===== src/rtl/fifo_axis_reader_pkg.sv =====
// Shared constants, entry layout and helpers for the FIFO read-side AXI4-Stream drain engine.
// The buffer entry type is width-generic, so it is a macro that each module expands with its own B.
`ifndef FIFO_AXIS_READER_PKG_SV
`define FIFO_AXIS_READER_PKG_SV

`define FIFO_RD_ENTRY_T(W) struct packed { logic last; logic [(W)-1:0] data; }

package fifo_rd_pkg;

    localparam int LVL_W = 2;

    localparam logic [LVL_W-1:0] LVL_EMPTY = LVL_W'(0);
    localparam logic [LVL_W-1:0] LVL_ONE   = LVL_W'(1);
    localparam logic [LVL_W-1:0] LVL_FULL  = LVL_W'(2);

    // Packet counter width; never below 1 so PKT_LEN=1 still gets a real register.
    function automatic int pkt_w(input int pkt_len);
        int w;
        w = $clog2(pkt_len);
        return (w < 1) ? 1 : w;
    endfunction

endpackage

`endif


===== src/rtl/fifo_axis_reader_skid_buf2.sv =====
// Two-entry output skid buffer. The head drives the stream. Entries carry data plus the packet-end tag.
module axis_skid_buf2
    import fifo_rd_pkg::*;
#(
    parameter int B = 16
) (
    input  logic             clk,
    input  logic             rstn,
    input  logic             i_push,
    input  logic [B-1:0]     i_data,
    input  logic             i_last,
    input  logic             i_pop,
    output logic [B-1:0]     o_data,
    output logic             o_last,
    output logic             o_valid,
    output logic [LVL_W-1:0] o_level
);

    typedef `FIFO_RD_ENTRY_T(B) entry_t;

    entry_t           r_head;
    entry_t           r_tail;
    logic [LVL_W-1:0] r_level;
    entry_t           w_in;

    assign w_in = {i_last, i_data};

    // The upstream credit rule guarantees there is never a push into a full buffer without a pop.
    always_ff @(posedge clk) begin
        if (!rstn) begin
            r_level <= LVL_EMPTY;
            r_head  <= '0;
            r_tail  <= '0;
        end else begin
            case (r_level)
                LVL_EMPTY: begin
                    if (i_push) begin
                        r_head  <= w_in;
                        r_level <= LVL_ONE;
                    end
                end
                LVL_ONE: begin
                    case ({i_push, i_pop})
                        2'b11: r_head <= w_in;
                        2'b10: begin
                            r_tail  <= w_in;
                            r_level <= LVL_FULL;
                        end
                        2'b01: r_level <= LVL_EMPTY;
                        default: ;
                    endcase
                end
                default: begin
                    if (i_pop) begin
                        r_head <= r_tail;
                        if (i_push) r_tail  <= w_in;
                        else        r_level <= LVL_ONE;
                    end
                end
            endcase
        end
    end

    assign o_data  = r_head.data;
    assign o_last  = r_head.last;
    assign o_valid = (r_level != LVL_EMPTY);
    assign o_level = r_level;

endmodule


===== src/rtl/fifo_axis_reader.sv =====
// Drains a 1-cycle-latency BRAM FIFO into an AXI4-Stream master at 1 word/clk with full backpressure.
// Optional packet framing on m_axis_tlast is enabled by defining FIFO_RD_TLAST_EN.
module fifo_axis_reader
    import fifo_rd_pkg::*;
#(
    parameter int B       = 16,
    parameter int PKT_LEN = 16
) (
    input  logic             clk,
    input  logic             rstn,
    input  logic             fifo_empty,
    input  logic [B-1:0]     fifo_dout,
    output logic             fifo_rd_en,
    output logic [B-1:0]     m_axis_tdata,
    output logic             m_axis_tvalid,
    input  logic             m_axis_tready,
    output logic             m_axis_tlast,
    output logic [LVL_W-1:0] buf_level
);

    logic             r_inflight;
    logic             w_pop;
    logic             w_last;
    logic             w_head_last;
    logic [LVL_W:0]   w_cnt;

    assign w_pop = m_axis_tvalid & m_axis_tready;

    // Credits cover words already buffered plus the one whose read data lands next edge.
    assign w_cnt      = {1'b0, buf_level} + {{LVL_W{1'b0}}, r_inflight};
    assign fifo_rd_en = rstn & ~fifo_empty & ((w_cnt < (LVL_W+1)'(2)) | w_pop);

    always_ff @(posedge clk) begin
        if (!rstn) r_inflight <= 1'b0;
        else       r_inflight <= fifo_rd_en;
    end

`ifdef FIFO_RD_TLAST_EN
    localparam int   PW       = pkt_w(PKT_LEN);
    localparam logic TLAST_ON = 1'b1;

    logic [PW-1:0] r_pkt_cnt;

    // Tag at buffer entry so the flag rides with its word through any stall.
    assign w_last = (r_pkt_cnt == PW'(PKT_LEN - 1));

    always_ff @(posedge clk) begin
        if (!rstn)           r_pkt_cnt <= '0;
        else if (r_inflight) r_pkt_cnt <= w_last ? '0 : r_pkt_cnt + PW'(1);
    end
`else
    localparam logic TLAST_ON = 1'b0;

    assign w_last = 1'b0;
`endif

    axis_skid_buf2 #(
        .B (B)
    ) u_buf (
        .clk     (clk),
        .rstn    (rstn),
        .i_push  (r_inflight),
        .i_data  (fifo_dout),
        .i_last  (w_last),
        .i_pop   (w_pop),
        .o_data  (m_axis_tdata),
        .o_last  (w_head_last),
        .o_valid (m_axis_tvalid),
        .o_level (buf_level)
    );

    assign m_axis_tlast = TLAST_ON & w_head_last;

endmodule

===== config.mk =====
export PLATFORM = sky130hd
export DESIGN_NAME = fifo_axis_reader
export DESIGN_NICKNAME = d
export VERILOG_FILES = /design/src/rtl/fifo_axis_reader_pkg.sv /design/src/rtl/fifo_axis_reader_skid_buf2.sv /design/src/rtl/fifo_axis_reader.sv
export SDC_FILE = /design/constraint.sdc
export NUM_CORES = 1
export LEC_CHECK = 0
export ABC_AREA = 1
export CAP_MARGIN = 25
export CORE_MARGIN = 3
export CORE_UTILIZATION = 45
export CTS_CLUSTER_SIZE = 24
export DETAILED_ROUTE_END_ITERATION = 7
export PLACE_DENSITY = 0.76
export SETUP_SLACK_MARGIN = 0.05
export SYNTH_ARGS = -nofsm -noshare
export SYNTH_HDL_FRONTEND = slang
export SYNTH_SLANG_ARGS = --single-unit

===== constraint.sdc =====
create_clock -name clk -period 1.05 [get_ports clk]
set_clock_uncertainty 0.05 [all_clocks]
set_input_delay 0.21 -clock clk [delete_from_list [all_inputs] [get_ports clk]]
set_output_delay 0.21 -clock clk [all_outputs]
set_load 0.02 [all_outputs]

==> metrics.yaml <==
placed_design:
  placedInstanceArea_um2: 2260
  portBuffers: 39
  gp_congestion: 0.799
  dp.cells: 356
  hpwl_mm: 2.34
sta:
  finalMaxSlewViolations: 0
  setup_ws_ps: -346
  period_needed_ps: 1400
  rsz0062_at_grt: "yes"
  finalCritPeriodShare_pct: 133
  max_freq_mhz: 716
  tns_ps: -10300
  hold_viol: 0
  finalSetupViolations: 38
routing:
  drt-wirelength-per-cell_um: 15.3
  drc: 0
  drtPass1Iterations: 4
  drt-vias-per-instance: 5.09
  drt-total-wl_mm: 5.82
  ant_nets: 0
  drt_iter0_markers: 222
  num_vias: 1941
hold_path:
  hold_path_startpoint: "m_axis_tready"
  hold_depth: 4
  hold_end: "u_buf.o_level[1]"
  hp-class: "in2reg"
synth:
  synthCells: 272
  ys_types: 21
  avgSynthCellArea_um2: 6.58
  synth_fp_nets: 292
  ys_warn_count: 0
  synth_seq_cells: 35
  ys_seq_area_share_pct: 39.1
  syn_area_um2: 1790
global_route:
  grt_pass1_vias: 1671
  antenna_found_initial: 0
  grt_overflow: 0
  grt_max_degree: 35
  grt_pass1_wl_mm: 7.63
  grtUsageTotal_pct: 19.6
cells_and_area:
  final_common_cell: "nand2_1"
  final_layout_size_suffix_gt1_share_pct: 39.0
  fill_cells: 224
  regArea_um2: 727
  final_cell_mix: "nand2_1 (64), nor2_1 (44), inv_1 (33)"
  utilization_pct: 79.3
  n_antenna_cell: 0
  syn2layout_area_growth_pct: 65.9
  nets: 352
  layout.cells.non_filler: 381
  multi_input_area_um2: 1120
  final_area_um2: 2970
setup_path:
  worstSetupStartpointType: "flop"
  rr_worst_depth: 8
  endpoint_kind: "output port"
  worst_r2r_startpoint: "u_buf.o_level[1]"
  reg2reg_slack_ps: -340
  worstPathArrival_ps: 1140
  critical_path_class: "reg2out"
  worstReg2RegEnd: "u_buf.o_data[13]"
  critical_path_required_ps: 790
  path_max_fanout: 3
job:
  cap_violations: 0
die:
  start_util_pct: 47.8
  fp.dieH_um: 69.1
  rows: 22
  die-area_um2: 4770
  coreArea_um2: 3740
  io_pins: 41
  fp.dieW_um: 69.1
clocking:
  cts_root_buffer: "clkbuf_8"
  cts.sinks: 35
  htree_levels: 2
  cts_buffers: 5
  worstSkewPairLatency_ps: 290
  path_clk_slew_ps: 70
  cts_tree: "yes"
  cts_buffer_depth: 2
power:
  power_density_nw_per_um2: 1130
  irDropWorstVdd_uv: 1060
  power.leakage_nw: 1.33
run_status:
  violations: "negative setup slack"
  status: "complete, but fails checks"
## state kept, by name (all words and copies together), names as in the netlist
name / count
u_buf.o_level: 2
r_inflight: 1
u_buf.r_tail: 16
u_buf.o_data: 16
## layout make-up
type                            count  share of cell area [%]
Sequential cell                    35                    24.5
Tap cell                           48                    2.02
Timing Repair Buffer               68                    28.3
Multi-Input combinational cell    185                    37.6
Clock inverter                      2                   0.421
Inverter                           37                    4.76
Clock buffer                        6                    2.44
## logic make-up after synthesis
family / count (synthesis) / share of synthesized area (%)
DFF: 35 / 39.1
buffers and inverters: 55 / 15.9
and+or+nand+nor: 145 / 33.9
other: 1 / 0.209
AOI/OAI and AO/OA: 36 / 10.8
## worst max-delay path: stages, from the launching register on
cell           delay (ps)
dfxtp_4               370
nor2_4                110
inv_4                  50
dlygate4sd2_1         310
## power breakdown
part	switching (W)	internal [W]
clock network	0.000523	0.000464
logic	0.000489	0.000429
registers	0.0000525	0.00141
total	0.00107	0.00230
## worst max-delay path by stage
stage                      end  slack, ps        startpoint  cells past startpoint
2_1_floorplan       fifo_rd_en       -280  u_buf.o_level[1]                      6
3_3_place_gp        fifo_rd_en       -800     m_axis_tready                      6
3_5_place_dp        fifo_rd_en       -800     m_axis_tready                      6
4_1_cts             fifo_rd_en       -360  u_buf.o_level[1]                      6
5_1_grt        u_buf.o_data[8]       -450  u_buf.o_level[1]                      8
6_report         m_axis_tvalid       -350  u_buf.o_level[1]                      3
## synthesized netlist by cell type
cell type / n / share of area, %
a21boi_0: 1 / 0.42
a21oi_1: 17 / 4.8
buf_2: 3 / 0.84
buf_4: 4 / 1.7
buf_6: 8 / 5.0
clkbuf_1: 3 / 0.63
conb_1: 1 / 0.21
dfxtp_1: 35 / 39
inv_1: 35 / 7.3
inv_2: 2 / 0.42
nand2_1: 71 / 15
nand2_2: 3 / 1.0
nand2_4: 1 / 0.63
nand3_1: 17 / 4.8
nand4_1: 1 / 0.35
nor2_1: 50 / 10
nor2_4: 1 / 0.63
nor2_8: 1 / 1.1
o21ai_0: 12 / 3.4
o21ai_1: 5 / 1.4
o21ai_4: 1 / 0.91
## per-stage QoR
| step | total power [W] | hold WS [ps] | setup WS [ps] |
|---|---|---|---|
| after floorplan | 0.00186 | 232 | -275 |
| after global placement | 0.00211 | 411 | -796 |
| after detailed placement | 0.00212 | 420 | -801 |
| after CTS | 0.00322 | 438 | -357 |
| after global routing | 0.00350 | 312 | -450 |
| final | 0.00337 | 279 | -346 |
## timing repair
item,4_1_cts,5_1_grt
hold buffers,0,0
gates cloned,7,3
endpoints found under the setup margin,54,54
pin swaps,11,24
resized for setup,158,47
setup buffers,9,0
## metal layers
metal | vias to the layer above | part of all wire [%] | GRT usage (%)
met5 | - | 0 | 0
met4 | 0 | 2.5 | 8.03
met3 | 15 | 6.7 | 4.66
met2 | 87 | 52 | 33.9
met1 | 889 | 39 | 23.0
li1 | 950 | - | -
Power figures use the tool's default switching activity.
